`config.mk`:
```
export PLATFORM = sky130hd
export DESIGN_NAME = pc_sequencer
export DESIGN_NICKNAME = d
export VERILOG_FILES = /design/src/rtl/pc_sequencer.sv
export SDC_FILE = /design/constraint.sdc
export NUM_CORES = 1
export LEC_CHECK = 0
export ABC_AREA = 1
export BUFFER_PORTS_ARGS = -buffer_cell sky130_fd_sc_hd__buf_2
export CORE_ASPECT_RATIO = 0.6
export CORE_MARGIN = 2
export CORE_UTILIZATION = 55
export DETAILED_ROUTE_END_ITERATION = 6
export GPL_TIMING_DRIVEN = 0
export PLACE_DENSITY = 0.76
export REMOVE_ABC_BUFFERS = 1
export SYNTH_ARGS = -nofsm -noshare
export SYNTH_HDL_FRONTEND = slang
export SYNTH_SLANG_ARGS = --single-unit
```
`constraint.sdc`:
```
create_clock -name clk -period 3.96 [get_ports clk]
set_clock_uncertainty 0.15 [all_clocks]
set_input_delay 0 -clock clk [delete_from_list [all_inputs] [get_ports clk]]
set_output_delay 0 -clock clk [all_outputs]
set_load 0.02 [all_outputs]
```
`src/rtl/pc_sequencer.sv`:
```
// Program-counter unit: next-PC select (seq/jump/branch/call/ret) with a return-address stack.
// Latency 1 cycle select->PC; stall holds all state and drops redirect.
module pc_sequencer #(
    parameter int WIDTH       = 16,
    parameter int STACK_DEPTH = 4,
    parameter int RESET_PC    = 0,
    parameter int INC         = 1
) (
    input  logic             clk,
    input  logic             reset,
    input  logic             stall,
    input  logic [2:0]       select,
    input  logic [WIDTH-1:0] jumpAddr,
    input  logic [WIDTH-1:0] offset,
    input  logic             cond,
    output logic [WIDTH-1:0] PC,
    output logic             redirect,
    output logic             stack_full,
    output logic             stack_empty,
    output logic             stack_err
);

    localparam int SPW  = $clog2(STACK_DEPTH + 1);
    localparam int IDXW = $clog2(STACK_DEPTH);

    typedef enum logic [2:0] {
        SEL_SEQ    = 3'b000,
        SEL_JUMP   = 3'b001,
        SEL_BRANCH = 3'b010,
        SEL_CALL   = 3'b011,
        SEL_RET    = 3'b100
    } sel_e;

    logic [WIDTH-1:0] pc_q, pc_d;
    logic [SPW-1:0]   sp_q, sp_d;
    logic             redirect_q, redirect_d;
    logic             stack_err_q, stack_err_d;
    logic [WIDTH-1:0] stack_q [STACK_DEPTH];

    logic [WIDTH-1:0] seq_pc;
    logic [IDXW-1:0]  push_idx, pop_idx;
    logic             push_en;
    logic             full, empty;

    assign full     = (sp_q == SPW'(STACK_DEPTH));
    assign empty    = (sp_q == '0);
    assign seq_pc   = pc_q + WIDTH'(INC);
    assign push_idx = IDXW'(sp_q);
    assign pop_idx  = IDXW'(sp_q - SPW'(1));

    always_comb begin
        pc_d        = pc_q;
        sp_d        = sp_q;
        redirect_d  = 1'b0;
        stack_err_d = stack_err_q;
        push_en     = 1'b0;
        if (!stall) begin
            pc_d = seq_pc;
            case (select)
                SEL_JUMP: begin
                    pc_d       = jumpAddr;
                    redirect_d = 1'b1;
                end
                SEL_BRANCH: begin
                    if (cond) begin
                        pc_d       = pc_q + offset;
                        redirect_d = 1'b1;
                    end
                end
                SEL_CALL: begin
                    if (!full) begin
                        push_en    = 1'b1;
                        sp_d       = sp_q + SPW'(1);
                        pc_d       = jumpAddr;
                        redirect_d = 1'b1;
                    end else begin
                        stack_err_d = 1'b1;
                    end
                end
                SEL_RET: begin
                    if (!empty) begin
                        sp_d       = sp_q - SPW'(1);
                        pc_d       = stack_q[pop_idx];
                        redirect_d = 1'b1;
                    end else begin
                        stack_err_d = 1'b1;
                    end
                end
                default: ;
            endcase
        end
    end

    always_ff @(posedge clk) begin
        if (reset) begin
            pc_q        <= WIDTH'(RESET_PC);
            sp_q        <= '0;
            redirect_q  <= 1'b0;
            stack_err_q <= 1'b0;
        end else begin
            pc_q        <= pc_d;
            sp_q        <= sp_d;
            redirect_q  <= redirect_d;
            stack_err_q <= stack_err_d;
        end
    end

    // Stack storage carries no reset; sp alone defines which entries are live.
    always_ff @(posedge clk) begin
        if (push_en && !reset) begin
            stack_q[push_idx] <= seq_pc;
        end
    end

    assign PC          = pc_q;
    assign redirect    = redirect_q;
    assign stack_full  = full;
    assign stack_empty = empty;
    assign stack_err   = stack_err_q;

endmodule

```
==> impl_metrics.yaml <==
status:
  status: "complete, no violations"
cts:
  clock_tree.htree_level_count: 3
  path_clk_slew_ns: 0.07
  cts_buffer_depth: 2
  cts_tree: "yes"
  clock_latency_ns: 0.35
  cts-root-buf: "clkbuf_16"
  cts_buffers: 9
  cts.sinks: 85
place:
  placed_area_sq_mm: 0.00562
  gp_congestion: 0.978
  portBuffers: 58
  dpl.hpwl_um: 9970
finish:
  multiInputGateArea_sq_mm: 0.00237
  fillers: 815
  final_nets: 828
  antenna_cells: 0
  final_cell_area_sq_mm: 0.00609
  regArea_sq_mm: 0.00234
  drive_gt1_share_pct: 13.0
  area_growth_syn_to_layout_pct: 16.9
yosys:
  synth_ff_type: "edfxtp_1"
  synthArstFlopShare_pct: 0
  synth_common_cells: "nand2_1 (216), inv_1 (103), nand3_1 (84)"
  yosysUniqueCellTypes: 35
  postSynthAreaPerCell_sq_um: 7.54
  yosys_warnings: 0
  syn_area_sq_mm: 0.00521
  synthMostInstantiatedCell: "nand2_1"
  synth_edf_count: 64
  netlist.area_leader.share_pct: 36.9
  ys_seq_area_share_pct: 44.9
  yosys_register_bits: 85
  synthTopCellsByArea: "edfxtp_1 (37%), nand2_1 (16%), dfxtp_1 (8.1%)"
  synth_top_area_cell: "edfxtp_1"
  syn_inst: 691
power_and_ir_drop:
  powerDensity_mw_per_mm2: 354
  p_leak_nw: 2.86
  ir_drop_v: 0.000224
floorplanning:
  ios: 59
  start_util_pct: 56.7
  die_w_um: 130
  die_h_um: 79.4
  core_sq_mm: 0.00919
  fp.dieArea_sq_mm: 0.0103
  num_rows: 27
sta:
  tns_ns: 0
  max-slew-margin-rel_pct: 35.9
  max_freq_ghz: 0.282
  hold_viol: 0
  setup_viol: 0
  post-route-min-period_ns: 3.55
  slew_violations: 0
  rsz0062_at_grt: "no"
  layout_worst_path_cycle_share_pct: 89.7
  hold_ws_ns: 0.0157
  worst_slew_pin_slew_ns: 0.960
route:
  firstDrtPassIters: 5
  drt-total-wl_um: 14100
  route.detailed.drc: 0
  ant_nets: 0
  vias_per_cell: 5.35
  drt_iter0_drc: 484
  vias: 4819
  wire_per_inst_um: 15.6
global_routing:
  grt_max_degree: 37
  grt_pass1_vias: 4528
  grt_overflow: 0
  antenna_found_initial: 0
  grt_usage_pct: 29.0
  grt_pass1_wl_um: 22400
critical_path:
  cp.arrival_ns: 3.36
  cp-end-kind: "register"
  worstPathRequired_ns: 3.77
  timing.rr.start: "sp_q[0]"
  critPathLaunchType: "register"
  crit_type: "register to register"
  crit_path_start: "sp_q[0]"
  crit_fanout: 36
flow_run:
  cap_violations: 0
min_path:
  worstHoldStart: "select[1]"
  hp-class: "primary input to register"
==> final cells by class <==
class | instances | area share [%]
Inverter | 113 | 7.04
Clock inverter | 6 | 0.657
Tap cell | 130 | 2.67
Timing Repair Buffer | 80 | 8.54
Multi-Input combinational cell | 477 | 38.9
Sequential cell | 85 | 38.5
Clock buffer | 10 | 3.76
==> routing by layer <==
metal / global-route usage [%] / part of all wire, %
met4: 7.42 / 1.1
met1: 41.9 / 47
met3: 5.03 / 7.6
met5: 0 / 0
met2: 45.7 / 44
==> critical path: stages, from the launching register on <==
cell     delay [ns]
dfxtp_2        0.77
inv_2          0.47
ha_2           0.36
ha_1           0.21
inv_1          0.15
nand3_1        0.24
nor2_2         0.80
==> cell families after synthesis <==
kind of cell               count (synthesis)  share of synthesized area, %
DFF                                       85                          44.9
adders and majority gates                 23                          5.66
AOI/OAI and AO/OA                         66                          6.99
xor gates and xnor gates                  10                          1.68
and+or+nand+nor                          378                          30.9
buffers and inverters                    129                          9.84
==> power breakdown <==
part           internal, W  leakage, nW  switching (W)
clock network     0.000422        0.120       0.000343
registers         0.000981        0.763      0.0000348
logic             0.000133         1.98       0.000245
==> state kept, by name (all words and copies together), names as in the netlist <==
register / count
stack_err: 1
sp_q: 3
PC: 16
stack_q: 64
redirect: 1
==> metrics by stage <==
step,setup slack (ns),power [W],util (%),cells
2_1_floorplan,0.622,0.00127,-,675
3_3_place_gp,-0.537,0.00138,60.7,863
3_5_place_dp,-0.527,0.00138,61.1,865
4_1_cts,0.103,0.00216,66.3,901
5_1_grt,0.238,0.00226,66.3,901
6_report,0.408,0.00216,66.3,901
==> final timing paths <==
| path | end | slack [ns] | cells after the start |
|---|---|---|---|
| setup / recovery | stack_q[1][7] | 0.41 | 6 |
| hold / removal | sp_q[2] | 0.02 | 5 |
| setup reg to reg | stack_q[1][7] | 0.41 | 6 |
| hold reg to reg | stack_err | 0.35 | 2 |
==> cells in the final DEF (no fill, tap or decap), types with 2 or more instances in the layout <==
cell           netlist  final
nand2_1            216    216
inv_1              103    103
nand3_1             84     84
edfxtp_1            64     64
buf_2                6     58
nor2_1              50     46
a21oi_1             28     28
o21ai_0             23     23
ha_1                22     21
dfxtp_1             21     20
dlygate4sd3_1        0     20
clkbuf_16            0      9
xor2_1               8      8
inv_2                8      8
nand4_1              7      7
nor2_2               3      7
nand3b_1             6      6
clkinvlp_4           0      5
nor3_1               5      5
and2_1               4      4
o21ai_1              4      4
clkinv_2             1      3
o22ai_1              3      3
xnor2_1              2      2
o21ai_2              2      2
o211ai_1             2      2
o2111ai_1            2      2
buf_8                0      2
==> timing repair <==
item | in CTS | in global routing
hold buffers | 20 | 0
endpoints found under the hold margin | 19 | 0
setup endpoints to repair | 49 | 17
gates resized for setup | 2 | 2
setup buffers | 0 | 0
Power figures use the tool's default switching activity.
